--- src/rtl/cpu_io_pkg.sv ---
`default_nettype none
// cpu_io_pkg -- IO-bus register map for the display peripherals and the seven-segment glyph table. Rev 1.0
package cpu_io_pkg;

  localparam logic [1:0] SEG_DATA_LO = 2'd0;
  localparam logic [1:0] SEG_DATA_HI = 2'd1;
  localparam logic [1:0] SEG_CTRL    = 2'd2;
  localparam logic [1:0] SEG_DP      = 2'd3;

  localparam int SEG_CTRL_BLANK_BIT = 8;
  localparam int SEG_CTRL_FORCE_BIT = 9;

  // Active-low glyphs {g,f,e,d,c,b,a} for 0..F
  localparam logic [6:0] HEX7_TABLE [16] = '{
    7'h40, 7'h79, 7'h24, 7'h30, 7'h19, 7'h12, 7'h02, 7'h78,
    7'h00, 7'h10, 7'h08, 7'h03, 7'h46, 7'h21, 7'h06, 7'h0E
  };

  function automatic logic [6:0] hex7(input logic [3:0] nib);
    return HEX7_TABLE[nib];
  endfunction

endpackage
`default_nettype wire

--- src/rtl/seg7_hex_decode.sv ---
`default_nettype none
// seg7_hex_decode -- 4-bit value to active-low seven-segment glyph. Rev 1.0
module seg7_hex_decode
  import cpu_io_pkg::*;
(
  input  logic [3:0] nibble_i,
  output logic [6:0] seg_o
);

  assign seg_o = hex7(nibble_i);

endmodule
`default_nettype wire

--- src/rtl/seg7_scan.sv ---
`default_nettype none
// seg7_scan -- memory-mapped 8-digit multiplexed seven-segment controller with
// double-buffered hex value and inter-digit blanking. Rev 1.0
module seg7_scan
  import cpu_io_pkg::*;
#(
  parameter int SCAN_DIV     = 100000,
  parameter int BLANK_CYCLES = 2000
) (
  input  logic        clock,
  input  logic        reset,
  input  logic        IOWrite,
  input  logic        SegCtrl,
  input  logic [1:0]  seg_addr,
  input  logic [15:0] seg_wdata,
  output logic [7:0]  seg_en,
  output logic [7:0]  seg_out,
  output logic        frame_tick
);

  localparam int              PW        = (SCAN_DIV > 1) ? $clog2(SCAN_DIV) : 1;
  localparam logic [PW-1:0]   PRESC_MAX = PW'(SCAN_DIV - 1);
  localparam logic [PW-1:0]   BLANK_END = PW'(BLANK_CYCLES);

  logic [PW-1:0] presc_q;
  logic [2:0]    idx_q;
  logic [31:0]   shadow_q;
  logic [31:0]   active_q;
  logic [7:0]    mask_q;
  logic [7:0]    dp_q;
  logic          blank_q;
  logic          force_q;
  logic [7:0]    seg_en_q;
  logic [7:0]    seg_out_q;
  logic          tick_q;

  logic          wr_en;
  logic          frame_end;
  logic          commit;
  logic          dark;
  logic [3:0]    nibble;
  logic [6:0]    glyph;
  logic [7:0]    seg_en_d;
  logic [7:0]    seg_out_d;
  logic          wdata_unused;

  assign wr_en        = IOWrite & SegCtrl;
  assign frame_end    = (idx_q == 3'd7) && (presc_q == PRESC_MAX);
  // A pending force_commit and a frame end in the same cycle merge into one commit.
  assign commit       = frame_end | force_q;
  assign nibble       = active_q[{idx_q, 2'b00} +: 4];
  assign dark         = (presc_q < BLANK_END) || blank_q || !mask_q[idx_q];
  assign wdata_unused = ^seg_wdata[15:10];

  seg7_hex_decode u_dec (
    .nibble_i (nibble),
    .seg_o    (glyph)
  );

  always_comb begin
    seg_en_d  = 8'hFF;
    seg_out_d = 8'hFF;
    if (!dark) begin
      seg_en_d  = ~(8'd1 << idx_q);
      seg_out_d = {~dp_q[idx_q], glyph};
    end
  end

  always_ff @(posedge clock or negedge reset) begin
    if (!reset) begin
      presc_q   <= '0;
      idx_q     <= 3'd0;
      shadow_q  <= 32'd0;
      active_q  <= 32'd0;
      mask_q    <= 8'd0;
      dp_q      <= 8'd0;
      blank_q   <= 1'b1;
      force_q   <= 1'b0;
      seg_en_q  <= 8'hFF;
      seg_out_q <= 8'hFF;
      tick_q    <= 1'b0;
    end else begin
      if (presc_q == PRESC_MAX) begin
        presc_q <= '0;
        idx_q   <= idx_q + 3'd1;
      end else begin
        presc_q <= presc_q + PW'(1);
      end

      force_q <= 1'b0;
      if (wr_en) begin
        case (seg_addr)
          SEG_DATA_LO: shadow_q[15:0]  <= seg_wdata;
          SEG_DATA_HI: shadow_q[31:16] <= seg_wdata;
          SEG_CTRL: begin
            mask_q  <= seg_wdata[7:0];
            blank_q <= seg_wdata[SEG_CTRL_BLANK_BIT];
            force_q <= seg_wdata[SEG_CTRL_FORCE_BIT];
          end
          SEG_DP:      dp_q <= seg_wdata[7:0];
          default: ;
        endcase
      end

      // Non-blocking copy: a same-cycle data write lands in shadow only.
      if (commit) active_q <= shadow_q;
      tick_q    <= commit;
      seg_en_q  <= seg_en_d;
      seg_out_q <= seg_out_d;
    end
  end

  assign seg_en     = seg_en_q;
  assign seg_out    = seg_out_q;
  assign frame_tick = tick_q;

endmodule
`default_nettype wire

--- config.mk ---
export PLATFORM = sky130hd
export DESIGN_NAME = seg7_scan
export DESIGN_NICKNAME = d
export VERILOG_FILES = /design/src/rtl/cpu_io_pkg.sv /design/src/rtl/seg7_hex_decode.sv /design/src/rtl/seg7_scan.sv
export SDC_FILE = /design/constraint.sdc
export NUM_CORES = 1
export LEC_CHECK = 0
export ABC_AREA = 1
export CAP_MARGIN = 40
export CORE_ASPECT_RATIO = 1.25
export CORE_UTILIZATION = 39
export DETAILED_ROUTE_END_ITERATION = 6
export HOLD_SLACK_MARGIN = 0.08
export PLACE_DENSITY_LB_ADDON = 0.2
export SETUP_SLACK_MARGIN = 0.15
export SKIP_LAST_GASP = 1
export SLEW_MARGIN = 0
export SYNTH_ARGS = -nofsm -noshare
export SYNTH_HDL_FRONTEND = slang
export SYNTH_SLANG_ARGS = --single-unit
--- constraint.sdc ---
create_clock -name clock -period 3.9 [get_ports clock]
set_clock_uncertainty 0.2 [all_clocks]
set_input_delay 1.17 -clock clock [delete_from_list [all_inputs] [get_ports clock]]
set_output_delay 1.17 -clock clock [all_outputs]
set_load 0.01 [all_outputs]
==> impl_metrics.json, run 1 <==
{
  "outcome": "finished clean",
  "regToRegSetupSlack_ns": 0.94,
  "nets": 732,
  "fill_cells": 1390,
  "worstSkewPairLatency_ns": 0.43,
  "combPwrFrac_pct": 11.1,
  "clockRootBuffer": "clkbuf_16",
  "hold_class": "reg2reg",
  "hold_end": "active_q[27]$_DFFE_PN0P_",
  "stdcell_area_um2": 6660,
  "ys_ff_latch": 119,
  "worstSetupStartpointType": "register",
  "drive_gt1_share_pct": 9.73,
  "netSwitchingPower_uw": 866,
  "cts.sinks": 119,
  "synth_area_um2": 5500,
  "worst_slew_pin_slew_ns": 0.834,
  "cts_hold_buf": 0,
  "place_area_um2": 6010,
  "power.leakage_uw": 0.00325,
  "crit_type": "reg2reg",
  "syn_to_final_growth_pct": 21.0,
  "row_count": 48,
  "crit_family": "flip-flops",
  "antenna_found_initial": 0,
  "num_antenna_cells": 0,
  "seq_power_share_pct": 41.6,
  "yosys_warnings": 0,
  "grt_pass1_vias": 4295,
  "core_region_area_um2": 13800,
  "dp_hpwl_um": 8120,
  "io_pins": 39,
  "grtUsageTotal_pct": 18.7,
  "htree_levels": 4,
  "fin_tns_setup_ns": 0,
  "regToRegEndpoint": "seg_out[5]$_DFF_PN1_",
  "cts-resized-gates": 0,
  "grt_max_degree": 64,
  "viasPerCell": 4.88,
  "cp.required_ns": 4.03,
  "cp_max_fo": 16,
  "crit_arrival_ns": 3.09,
  "fin_util_pct": 48.2,
  "postCtsSetupRepairBufs": 0,
  "place.port_buffers": 38,
  "rsz0062_at_grt": "no",
  "clock_path_buffers": 2,
  "drt_iter0_drc": 259,
  "die-area_um2": 14600,
  "die_w_um": 108,
  "final_common_cell": "nand2_1",
  "grt_pass1_wl_um": 20600,
  "slew_headroom_pct": 44.2,
  "clk_pin_slew_ns": 0.05,
  "min-delay-start": "shadow_q[27]$_DFFE_PN0P_",
  "via_count": 4316,
  "critPathBufInv": 2,
  "drc": 0,
  "gp_congestion": 0.848,
  "cts_made_buffers": 17,
  "hold-worst-slack_ns": 0.273,
  "die_h_um": 135,
  "max_freq_ghz": 0.338,
  "intPower_uw": 2710,
  "hold_viol": 0,
  "swShare_pct": 24.2,
  "ir_worst_vdd_mv": 0.311,
  "cp-end-kind": "register",
  "rr_worst_depth": 10,
  "syn_inst": 657,
  "timing.rr.start": "idx_q[1]$_DFFE_PN0N_",
  "maxCapViolCount": 0,
  "worstPathCellList": "inv_2 > nand3_1 > nand2_1 > o21ai_1 > inv_1 > ha_1 > nand3_1 > nand2_1 > nand2_1 > nand3_1",
  "drtPass1Iterations": 4,
  "ys_seq_area_share_pct": 54.5,
  "cts_tree": "yes",
  "powerDensity_nw_per_um2": 538,
  "antenna_left": 0,
  "critPathSlowestCell": "dfrtp_1",
  "final-max-slew-violation-count": 0,
  "wl_per_cell_um": 13.6,
  "slowest_delay_ns": 0.82,
  "clkPwrFrac_pct": 47.3,
  "layout_common_cells": "nand2_1 (201), dfrtp_1 (102), inv_1 (74), nand3_1 (63), o21ai_0 (59)",
  "drt_wl_total_um": 12000,
  "total_power_uw": 3580,
  "initial_utilization_pct": 39.8,
  "final.period_utilization_pct": 75.9,
  "synthDistinctLibCells": 31,
  "grt_overflow_total": 0,
  "finalSetupViolCount": 0,
  "synth_nets": 692,
  "avgSynthCellArea_um2": 8.37,
  "post-route-min-period_ns": 2.96,
  "whs_path_depth": 2
}
[worst max path at each step]
stage                         start  slack [ns]  cells past startpoint                       end
2_1_floorplan               IOWrite        1.69                      4       dp_q[1]$_DFFE_PN0P_
3_3_place_gp            seg_addr[0]        0.91                      5  shadow_q[30]$_DFFE_PN0P_
3_5_place_dp            seg_addr[1]        0.92                      5       dp_q[4]$_DFFE_PN0P_
4_1_cts        idx_q[1]$_DFFE_PN0N_        0.92                     10      seg_out[5]$_DFF_PN1_
5_1_grt        idx_q[1]$_DFFE_PN0N_        0.69                     10      seg_out[5]$_DFF_PN1_
6_report       idx_q[1]$_DFFE_PN0N_        0.94                     10      seg_out[5]$_DFF_PN1_
[worst reg2reg max path, stage by stage, from the launching register on]
cell and delay [ns]:
dfrtp_1 0.82, inv_2 0.33, nand3_1 0.18, nand2_1 0.07, o21ai_1 0.48, inv_1 0.19, ha_1 0.27, nand3_1 0.14
nand2_1 0.08, nand2_1 0.06, nand3_1 0.07
[sequential cells by signal, summed over array words and instances (netlist names)]
signal      cells
force_q         1
presc_q        17
idx_q           3
dp_q            8
seg_en          8
frame_tick      1
active_q       32
seg_out         8
blank_q         1
shadow_q       32
mask_q          8
[Yosys cell counts, drive strengths merged]
cell	instances	area (um^2)
nand2	205	798
dfrtp	102	2550
inv	79	297
o21ai	77	385
nand3	65	335
nor2	37	149
dfstp	17	447
buf	16	114
ha	13	163
a21oi	12	60.1
clkbuf	8	30.0
nor3	8	45.0
nand4	6	37.5
xor2	5	43.8
nor4	2	12.5
o211ai	2	15.0
clkinv	1	3.75
nand3b	1	7.51
or2	1	6.26
[logic make-up (layout without fill, tap and decap cells)]
group           Yosys count  in the layout  share of synthesized area [%]
buf+inv                 104            156                           8.07
xor+xnor                  5              5                          0.796
compound gates           91             91                           8.37
fa+ha+maj                13             13                           2.96
flops                   119            119                           54.5
simple gates            325            325                           25.3
[final cells by class]
type,instances,area (um^2),share of cell area [%]
Sequential cell,119,3000,45.1
Clock inverter,7,140,2.11
Timing Repair Buffer,45,438,6.58
Tap cell,175,219,3.29
Clock buffer,24,502,7.54
Inverter,80,300,4.51
Multi-Input combinational cell,434,2060,30.9
[power by group through the flow]
stage               clock, uW  sequential [uW]  combinational, uW
finish                   1690             1490                397
detailed placement          0             1510                398
CTS                      1720             1490                403
floorplan                   0             1490                286
global placement            0             1510                385
global route             1780             1510                467
[per-stage QoR]
stage          setup WS (ns)  instances
6_report               0.940        884
5_1_grt                0.686        884
4_1_cts                0.922        884
3_5_place_dp           0.916        853
3_3_place_gp           0.913        852
2_1_floorplan           1.69        657
[routing by layer]
| layer | vias to the layer above | share of wire [%] | global-route usage, % |
|---|---|---|---|
| li1 | 2174 | - | - |
| met1 | 2042 | 44 | 23.0 |
| met2 | 83 | 50 | 30.1 |
| met3 | 17 | 4.2 | 5.16 |
| met4 | 0 | 1.9 | 8.98 |
| met5 | - | 0 | 0 |
(Power assumes the default switching activity.)
==> run 2, diff against run 1 <==
clock period = 2.5 ns   (was 3.9 ns; I/O delays follow)
==> run 2 against run 1 <==
Effect of this change: combinational power rose by 66%; critical path depth fell by 9; routed wire length up 1.3%; cell count is 0.79% higher; power increased by 52%; first-iteration DRC count is 2.7% higher; via count is 1.3% higher; design area is 0.39% higher; largest cell class unchanged; largest power group unchanged.
==> impl_metrics.json, run 2 (synthesis results as in run 1) <==
{
  "num_antenna_cells": 0,
  "cp-end-kind": "output port",
  "final.period_utilization_pct": 88.1,
  "post-route-min-period_ns": 2.20,
  "layout_common_cells": "nand2_1 (201), dfrtp_1 (101), inv_1 (74), nand3_1 (63), o21ai_0 (59)",
  "grt_pass1_wl_um": 20700,
  "antenna_found_initial": 0,
  "clock_path_buffers": 2,
  "hold-worst-slack_ns": 0.121,
  "drive_gt1_share_pct": 10.9,
  "final-max-slew-violation-count": 0,
  "nets": 738,
  "cts.sinks": 119,
  "viasPerCell": 4.91,
  "swShare_pct": 25.5,
  "worstPathCellList": "clkdlybuf4s50_1",
  "wl_per_cell_um": 13.7,
  "cp_max_fo": 1,
  "worstSkewPairLatency_ns": 0.42,
  "wl_met2_um": 6050,
  "crit_family": "buffers and inverters",
  "wl_met3_um": 421,
  "fin_tns_setup_ns": 0,
  "clockRootBuffer": "clkbuf_16",
  "htree_levels": 4,
  "place.port_buffers": 38,
  "rsz0062_at_grt": "no",
  "hold_viol": 0,
  "via_count": 4372,
  "drt_wl_total_um": 12200,
  "die_h_um": 135,
  "slew_headroom_pct": 64.5,
  "cts_tree": "yes",
  "fill_cells": 1343,
  "drc": 0,
  "cts_hold_buf": 0,
  "io_pins": 39,
  "rr_worst_depth": 9,
  "grt_overflow_total": 0,
  "die-area_um2": 14600,
  "dp_hpwl_um": 8680,
  "met1_length_um": 5520,
  "netSwitchingPower_uw": 1390,
  "regToRegEndpoint": "active_q[12]$_DFFE_PN0P_",
  "cp.required_ns": 1.55,
  "critPathSlowestCell": "clkdlybuf4s50_1",
  "initial_utilization_pct": 39.8,
  "crit_arrival_ns": 1.25,
  "power.leakage_uw": 0.00323,
  "slowest_delay_ns": 0.52,
  "cts_made_buffers": 17,
  "worstSetupStartpointType": "register",
  "hold_class": "in2async",
  "seq_power_share_pct": 42.7,
  "critPathBufInv": 1,
  "antenna_left": 0,
  "grt_pass1_vias": 4296,
  "grt_max_degree": 55,
  "maxUsedRoutingLayer": "met4",
  "clk_pin_slew_ns": 0.05,
  "ir_worst_vdd_mv": 0.444,
  "maxCapViolCount": 0,
  "combPwrFrac_pct": 12.1,
  "max_freq_ghz": 0.454,
  "row_count": 48,
  "drt_iter0_drc": 266,
  "finalSetupViolCount": 0,
  "total_power_uw": 5460,
  "regToRegSetupSlack_ns": 0.37,
  "top_regs": "active_q: 32 flops, shadow_q: 32 flops, presc_q: 17 flops",
  "die_w_um": 108,
  "outcome": "finished clean",
  "grtUsageTotal_pct": 18.6,
  "timing.rr.start": "presc_q[0]$_DFF_PN0_",
  "crit_type": "reg2out",
  "gp_congestion": 0.854,
  "worst_slew_pin_slew_ns": 0.532,
  "core_region_area_um2": 13800,
  "powerDensity_nw_per_um2": 817,
  "postCtsSetupRepairBufs": 0,
  "final_common_cell": "nand2_1",
  "intPower_uw": 4070,
  "drtPass1Iterations": 6,
  "syn_to_final_growth_pct": 21.5,
  "critical_path.startpoint": "frame_tick$_DFF_PN0_",
  "clkPwrFrac_pct": 45.2
}
## run 2: worst max-delay path by stage
| stage | slack, ns | cells after the start | to |
|---|---|---|---|
| final | 0.30 | 1 | frame_tick |
| after CTS | 0.28 | 1 | frame_tick |
| after floorplan | 0.52 | 12 | seg_out[5]$_DFF_PN1_ |
| after global routing | 0.17 | 9 | active_q[22]$_DFFE_PN0P_ |
| after detailed placement | 0.31 | 7 | shadow_q[28]$_DFFE_PN0P_ |
| after global placement | 0.37 | 7 | shadow_q[24]$_DFFE_PN0P_ |
## run 2: power groups by stage
stage / clock network, uW / logic (uW) / registers [uW]
detailed placement: 0 / 662 / 2370
finish: 2470 / 659 / 2330
CTS: 2510 / 669 / 2330
floorplan: 0 / 446 / 2320
global route: 2590 / 768 / 2360
global placement: 0 / 642 / 2360
## run 2: layer usage
layer	global-route usage, %	up-vias
met2	30.6	88
li1	-	2175
met5	0	-
met4	7.15	0
met1	23.5	2087
met3	4.30	22
## run 2: area by class of cell
class,instances,area [um^2],share of cell area [%]
Timing Repair Buffer,51,497,7.43
Tap cell,175,219,3.28
Clock inverter,12,151,2.27
Sequential cell,119,3000,44.9
Multi-Input combinational cell,434,2060,30.8
Clock buffer,20,457,6.83
Inverter,80,300,4.49
## run 2: timing repair
| item | 4_1_cts | 5_1_grt |
|---|---|---|
| gates resized for setup | 16 | 2 |
| gates cloned | 0 | 0 |
| endpoints found under the setup margin | 16 | 2 |
## run 2: per-stage QoR
stage | setup slack, ns | utilization, % | cell area [um^2] | cells
5_1_grt | 0.169 | 48.4 | 6680 | 891
6_report | 0.297 | 48.4 | 6680 | 891
3_3_place_gp | 0.367 | 44.1 | 6090 | 859
3_5_place_dp | 0.309 | 44.1 | 6090 | 859
2_1_floorplan | 0.517 | - | 5500 | 657
4_1_cts | 0.277 | 48.3 | 6680 | 891
